File: src/rtl/iob_bus_arbiter.sv
// Two-master (instruction=m0, data=m1) round-robin arbiter onto one IOb slave port.
// Latency: m*_valid at cycle N -> s_valid at N+1; master ready in the same cycle as s_ready.
// Backpressure: one outstanding transaction; the loser waits with valid held; optional watchdog.
//
// Ports:
//   clk, resetn           clock and synchronous active-low reset
//   m0_* / m1_*           IOb master requests (valid/addr/wdata/wstrb) and responses (rdata/ready)
//   s_*                   IOb slave request and response
//   grant                 one-hot registered owner (00 = none); err = sticky watchdog flag
module iob_bus_arbiter #(
  parameter int                   ADDR_W     = 32,
  parameter int                   DATA_W     = 32,
  parameter int                   TIMEOUT_W  = 8,
  parameter int                   TIMEOUT_EN = 1,
  parameter logic [DATA_W-1:0]    ERR_DATA   = 'hDEADC0DE
) (
  input  logic                  clk,
  input  logic                  resetn,
  input  logic                  m0_valid,
  input  logic [ADDR_W-1:0]     m0_addr,
  input  logic [DATA_W-1:0]     m0_wdata,
  input  logic [DATA_W/8-1:0]   m0_wstrb,
  output logic [DATA_W-1:0]     m0_rdata,
  output logic                  m0_ready,
  input  logic                  m1_valid,
  input  logic [ADDR_W-1:0]     m1_addr,
  input  logic [DATA_W-1:0]     m1_wdata,
  input  logic [DATA_W/8-1:0]   m1_wstrb,
  output logic [DATA_W-1:0]     m1_rdata,
  output logic                  m1_ready,
  output logic                  s_valid,
  output logic [ADDR_W-1:0]     s_addr,
  output logic [DATA_W-1:0]     s_wdata,
  output logic [DATA_W/8-1:0]   s_wstrb,
  input  logic [DATA_W-1:0]     s_rdata,
  input  logic                  s_ready,
  output logic [1:0]            grant,
  output logic                  err
);

  localparam bit WDOG = (TIMEOUT_EN != 0);

  typedef enum logic [1:0] {IDLE, REQ, RELEASE} state_t;

  state_t               state;
  logic                 last_grant;   // 0 = m0 served last, 1 = m1 served last
  logic [TIMEOUT_W-1:0] cnt;
  logic                 in_req;
  logic                 timeout_hit;
  logic                 done;
  logic [DATA_W-1:0]    resp_data;

  assign in_req = (state == REQ);

  // A real s_ready in the terminal-count cycle takes priority over the watchdog.
  assign timeout_hit = WDOG && in_req && !s_ready && (cnt == {TIMEOUT_W{1'b1}});
  assign done        = in_req && (s_ready || timeout_hit);
  assign resp_data   = timeout_hit ? ERR_DATA : s_rdata;

  always_ff @(posedge clk) begin
    if (!resetn) begin
      state      <= IDLE;
      grant      <= 2'b00;
      last_grant <= 1'b1;
      cnt        <= '0;
      err        <= 1'b0;
    end else begin
      case (state)
        IDLE: begin
          // m0 wins when alone, or on a tie if m1 was served last.
          if (m0_valid && (!m1_valid || last_grant)) begin
            grant      <= 2'b01;
            last_grant <= 1'b0;
            state      <= REQ;
          end else if (m1_valid) begin
            grant      <= 2'b10;
            last_grant <= 1'b1;
            state      <= REQ;
          end
          cnt <= '0;
        end
        REQ: begin
          if (s_ready || timeout_hit) begin
            state <= RELEASE;
            grant <= 2'b00;
            cnt   <= '0;
            if (timeout_hit) begin
              err <= 1'b1;
            end
          end else begin
            cnt <= cnt + 1'b1;
          end
        end
        RELEASE: begin
          // One dead cycle so a master dropping valid late is not re-issued.
          state <= IDLE;
        end
        default: begin
          state <= IDLE;
          grant <= 2'b00;
        end
      endcase
    end
  end

  assign s_valid = in_req;
  assign s_addr  = grant[1] ? m1_addr  : (grant[0] ? m0_addr  : '0);
  assign s_wdata = grant[1] ? m1_wdata : (grant[0] ? m0_wdata : '0);
  assign s_wstrb = grant[1] ? m1_wstrb : (grant[0] ? m0_wstrb : '0);

  assign m0_ready = done && grant[0];
  assign m1_ready = done && grant[1];
  assign m0_rdata = (in_req && grant[0]) ? resp_data : '0;
  assign m1_rdata = (in_req && grant[1]) ? resp_data : '0;

endmodule

File: config.mk
export PLATFORM = sky130hd
export DESIGN_NAME = iob_bus_arbiter
export DESIGN_NICKNAME = d
export VERILOG_FILES = /design/src/rtl/iob_bus_arbiter.sv
export SDC_FILE = /design/constraint.sdc
export NUM_CORES = 1
export LEC_CHECK = 0
export BUFFER_PORTS_ARGS = -buffer_cell sky130_fd_sc_hd__buf_2
export CORE_AREA = 5 5 117 119
export DETAILED_ROUTE_END_ITERATION = 8
export DIE_AREA = 0 0 122 124
export HOLD_SLACK_MARGIN = 0.02
export PLACE_DENSITY_LB_ADDON = 0.08
export REMOVE_ABC_BUFFERS = 1
export SLEW_MARGIN = 10
export SYNTH_ARGS = -nofsm -noshare
export SYNTH_HDL_FRONTEND = slang
export SYNTH_SLANG_ARGS = --single-unit
File: constraint.sdc
create_clock -name clk -period 2.36 [get_ports clk]
set_clock_uncertainty 0.2 [all_clocks]
set_input_delay 0.118 -clock clk [delete_from_list [all_inputs] [get_ports clk]]
set_output_delay 0.118 -clock clk [all_outputs]
set_load 0.005 [all_outputs]
==> results.cfg <==
[final_layout]
final_cells = 717
drive_above_1_share_pct = 61.83
diodes = 0
nets = 720
fillCellCount = 1401
syn_to_final_growth_pct = 94.83
fin_area_mm2 = 0.003820

[pwr]
clkPwrFrac_pct = 30.4
p_leak_nw = 2.301
p_total_mw = 1.163
pwr-share-comb_pct = 47.7
p_per_area_mw_per_mm2 = 304.4
irDropWorstVdd_mv = 0.2037
p_int_mw = 0.7991
p_seq_share_pct = 21.8
sw_frac_of_total_pct = 31.27
netSwitchingPower_mw = 0.3636

[global_route]
grt-ovfl-total = 0
track_usage_pct = 15.69
antenna_found_initial = 2
grt_pass1_vias = 3002
grt_pass1_wl_um = 18280
grt_max_degree = 69

[clock_tree]
clockBufferDepth = 2
root_buffer = clkbuf_16
clock_latency_ns = 0.24
cts.clk_slew.worst_paths_ns = 0.05
cts_max_level = 1
cts_buffers = 3
cts_sinks = 14
cts_tree = yes

[placement]
place_inst = 704
place.gp.congestion = 0.7964
dpl-instance-area_mm2 = 0.003601
io_buffers = 310
pre_cts_slack_ns = 0.1823
detailed_place_hpwl_um = 11130

[floorplanning]
dieArea_mm2 = 0.01513
initial_core_util_pct = 15.73
ios = 311
rows = 41
die_x_um = 122
core_mm2 = 0.01247
die_h_um = 124

[setup_path]
cp_max_fo = 11
arrival_ns = 1.95
worstSetupEndpointType = output port
crit_required_ns = 2.04
start_kind = flop
path_class = flop to output port

[hold_path]
hp-class = primary input to flop

[logic_synthesis]
synth.distinct_cells = 36
yosysWarnings = 0
avgSynthCellArea_um2 = 7.906
synth_top_cell_area_share_pct = 30.38
synthesis.area_mm2 = 0.001961
synthCells = 248
synth.largest_area_cell = a22o_1
synthTopCellsByArea = a22o_1 30%, o21a_1 16%, dfxtp_1 14%, and3_1 8.6%, buf_12 5.1%
ys_seq_elements = 14
yosysSeqAreaShare_pct = 14.29

[timing]
fin_crit_ns = 2.263
maxSlewViolCount = 0
fmax_mhz = 441.9
period_share_pct = 95.90
slew_headroom_pct = 68.34
tns_ns = 0
rsz0062_at_grt = true
finalSetupViolCount = 0
hold_violations = 0
tightest_slew_ns = 0.4742
worst_slack_ns = 0.09681

[route]
drc_errors = 0
via_per_inst = 4.517
drtIter0Drc = 165
postRouteAntennaNets = 0
wirelength_um = 13820
dr_total_vias = 3239
firstDrtPassIters = 4
wl_per_cell_um = 19.27

[run_status]
status = finished, final reports clean

[job]
drv_cap = 0
==> layer usage <==
| layer | up-vias | track usage [%] | wire length [µm] |
|---|---|---|---|
| met1 | 1507 | 16.66 | 4903 |
| met4 | 4 | 2.871 | 208 |
| met3 | 16 | 4.859 | 1252 |
| met5 | - | 0 | 27 |
| met2 | 133 | 30.59 | 7428 |
| li1 | 1579 | - | - |
==> power groups by stage <==
stage | clock network [mW] | logic (mW) | registers, mW
CTS | 0.368 | 0.564 | 0.254
detailed placement | 0 | 0.553 | 0.258
finish | 0.354 | 0.555 | 0.254
global route | 0.378 | 0.605 | 0.255
floorplan | 0 | 0.193 | 0.271
global placement | 0 | 0.552 | 0.258
==> worst max-delay path, stage by stage, from the launching register on <==
cell     delay, ns
dfxtp_1       0.37
ha_2          0.23
nand3_2       0.13
nor3_4        0.26
buf_12        0.16
and3_4        0.28
o21a_1        0.15
buf_2         0.12
==> synth_stat cells (all sizes together) <==
| master | count |
|---|---|
| mux2i | 1 |
| nor3 | 3 |
| nor2 | 6 |
| a22oi | 1 |
| o21ai | 6 |
| inv | 1 |
| a31oi | 2 |
| o41ai | 1 |
| a21oi | 8 |
| o21a | 42 |
| or3b | 1 |
| a311oi | 1 |
| nor2b | 2 |
| and2 | 2 |
| ha | 1 |
| nand3b | 1 |
| nand2b | 1 |
| a21o | 2 |
| clkinv | 1 |
| o211a | 2 |
| nand3 | 7 |
| or2 | 2 |
| or3 | 2 |
| and3 | 28 |
| nor3b | 1 |
| and4 | 1 |
| nand2 | 7 |
| a22o | 68 |
| buf | 8 |
| clkbuf | 25 |
| dfxtp | 14 |
==> flip-flops by register name, summed over array words and instances (netlist names) <==
| register | flops |
|---|---|
| state | 2 |
| err | 1 |
| cnt | 8 |
| last_grant | 1 |
| grant | 2 |
==> layout by cell type, fill, tap and decap left out, types with 5 or more instances in the layout <==
| cell type | instances |
|---|---|
| a21oi_1 | 8 |
| a22o_1 | 68 |
| and3_1 | 27 |
| buf_2 | 310 |
| buf_4 | 5 |
| dfxtp_1 | 12 |
| nand2_1 | 7 |
| nand3_1 | 5 |
| nor2_1 | 6 |
| o21a_1 | 42 |
| o21ai_0 | 6 |
==> cells by family (layout without fill, tap and decap cells) <==
| group | after synthesis | in the layout | synth area share [%] |
|---|---|---|---|
| compound gates | 133 | 133 | 53.73 |
| simple gates | 64 | 68 | 19.59 |
| mux | 1 | 1 | 0.5106 |
| flops | 14 | 14 | 14.29 |
| fa+ha+maj | 1 | 1 | 0.6381 |
| buf+inv | 35 | 328 | 11.23 |
==> per-stage QoR <==
stage	hold slack (ns)	utilization, %
final	0.09248	30.64
after CTS	0.09085	29.99
after floorplan	-0.005770	-
after global placement	0.1824	28.89
after detailed placement	0.1969	28.89
after global routing	0.1489	30.64
==> repair_timing <==
| action | in CTS | in global routing |
|---|---|---|
| gates resized for setup | 3 | 6 |
| pin swaps | 0 | 1 |
| hold buffers | 4 | 0 |
| endpoints found under the setup margin | 66 | 66 |
| cloned | 0 | 4 |
| buffers inserted | 0 | 1 |
| endpoints found under the hold margin | 6 | 0 |
==> path summary, 6_finish.rpt <==
path	endpoint	cells after the start	start	slack, ns
setup / recovery	m0_rdata[16]	7	cnt[0]	0.1
hold / removal	cnt[2]	4	s_ready	0.09
setup reg to reg	grant[1]	6	state[0]	0.51
hold reg to reg	err	1	err	0.26
==> layout make-up <==
class / count / area, µm² / share of cell area [%]
Timing Repair Buffer: 322 / 1689 / 44.22
Multi-Input combinational cell: 203 / 1536 / 40.22
Sequential cell: 14 / 282.8 / 7.403
Tap cell: 172 / 215.2 / 5.634
Clock buffer: 4 / 88.84 / 2.326
Inverter: 2 / 7.507 / 0.1965
No activity file was read; power rests on OpenSTA's default activity.
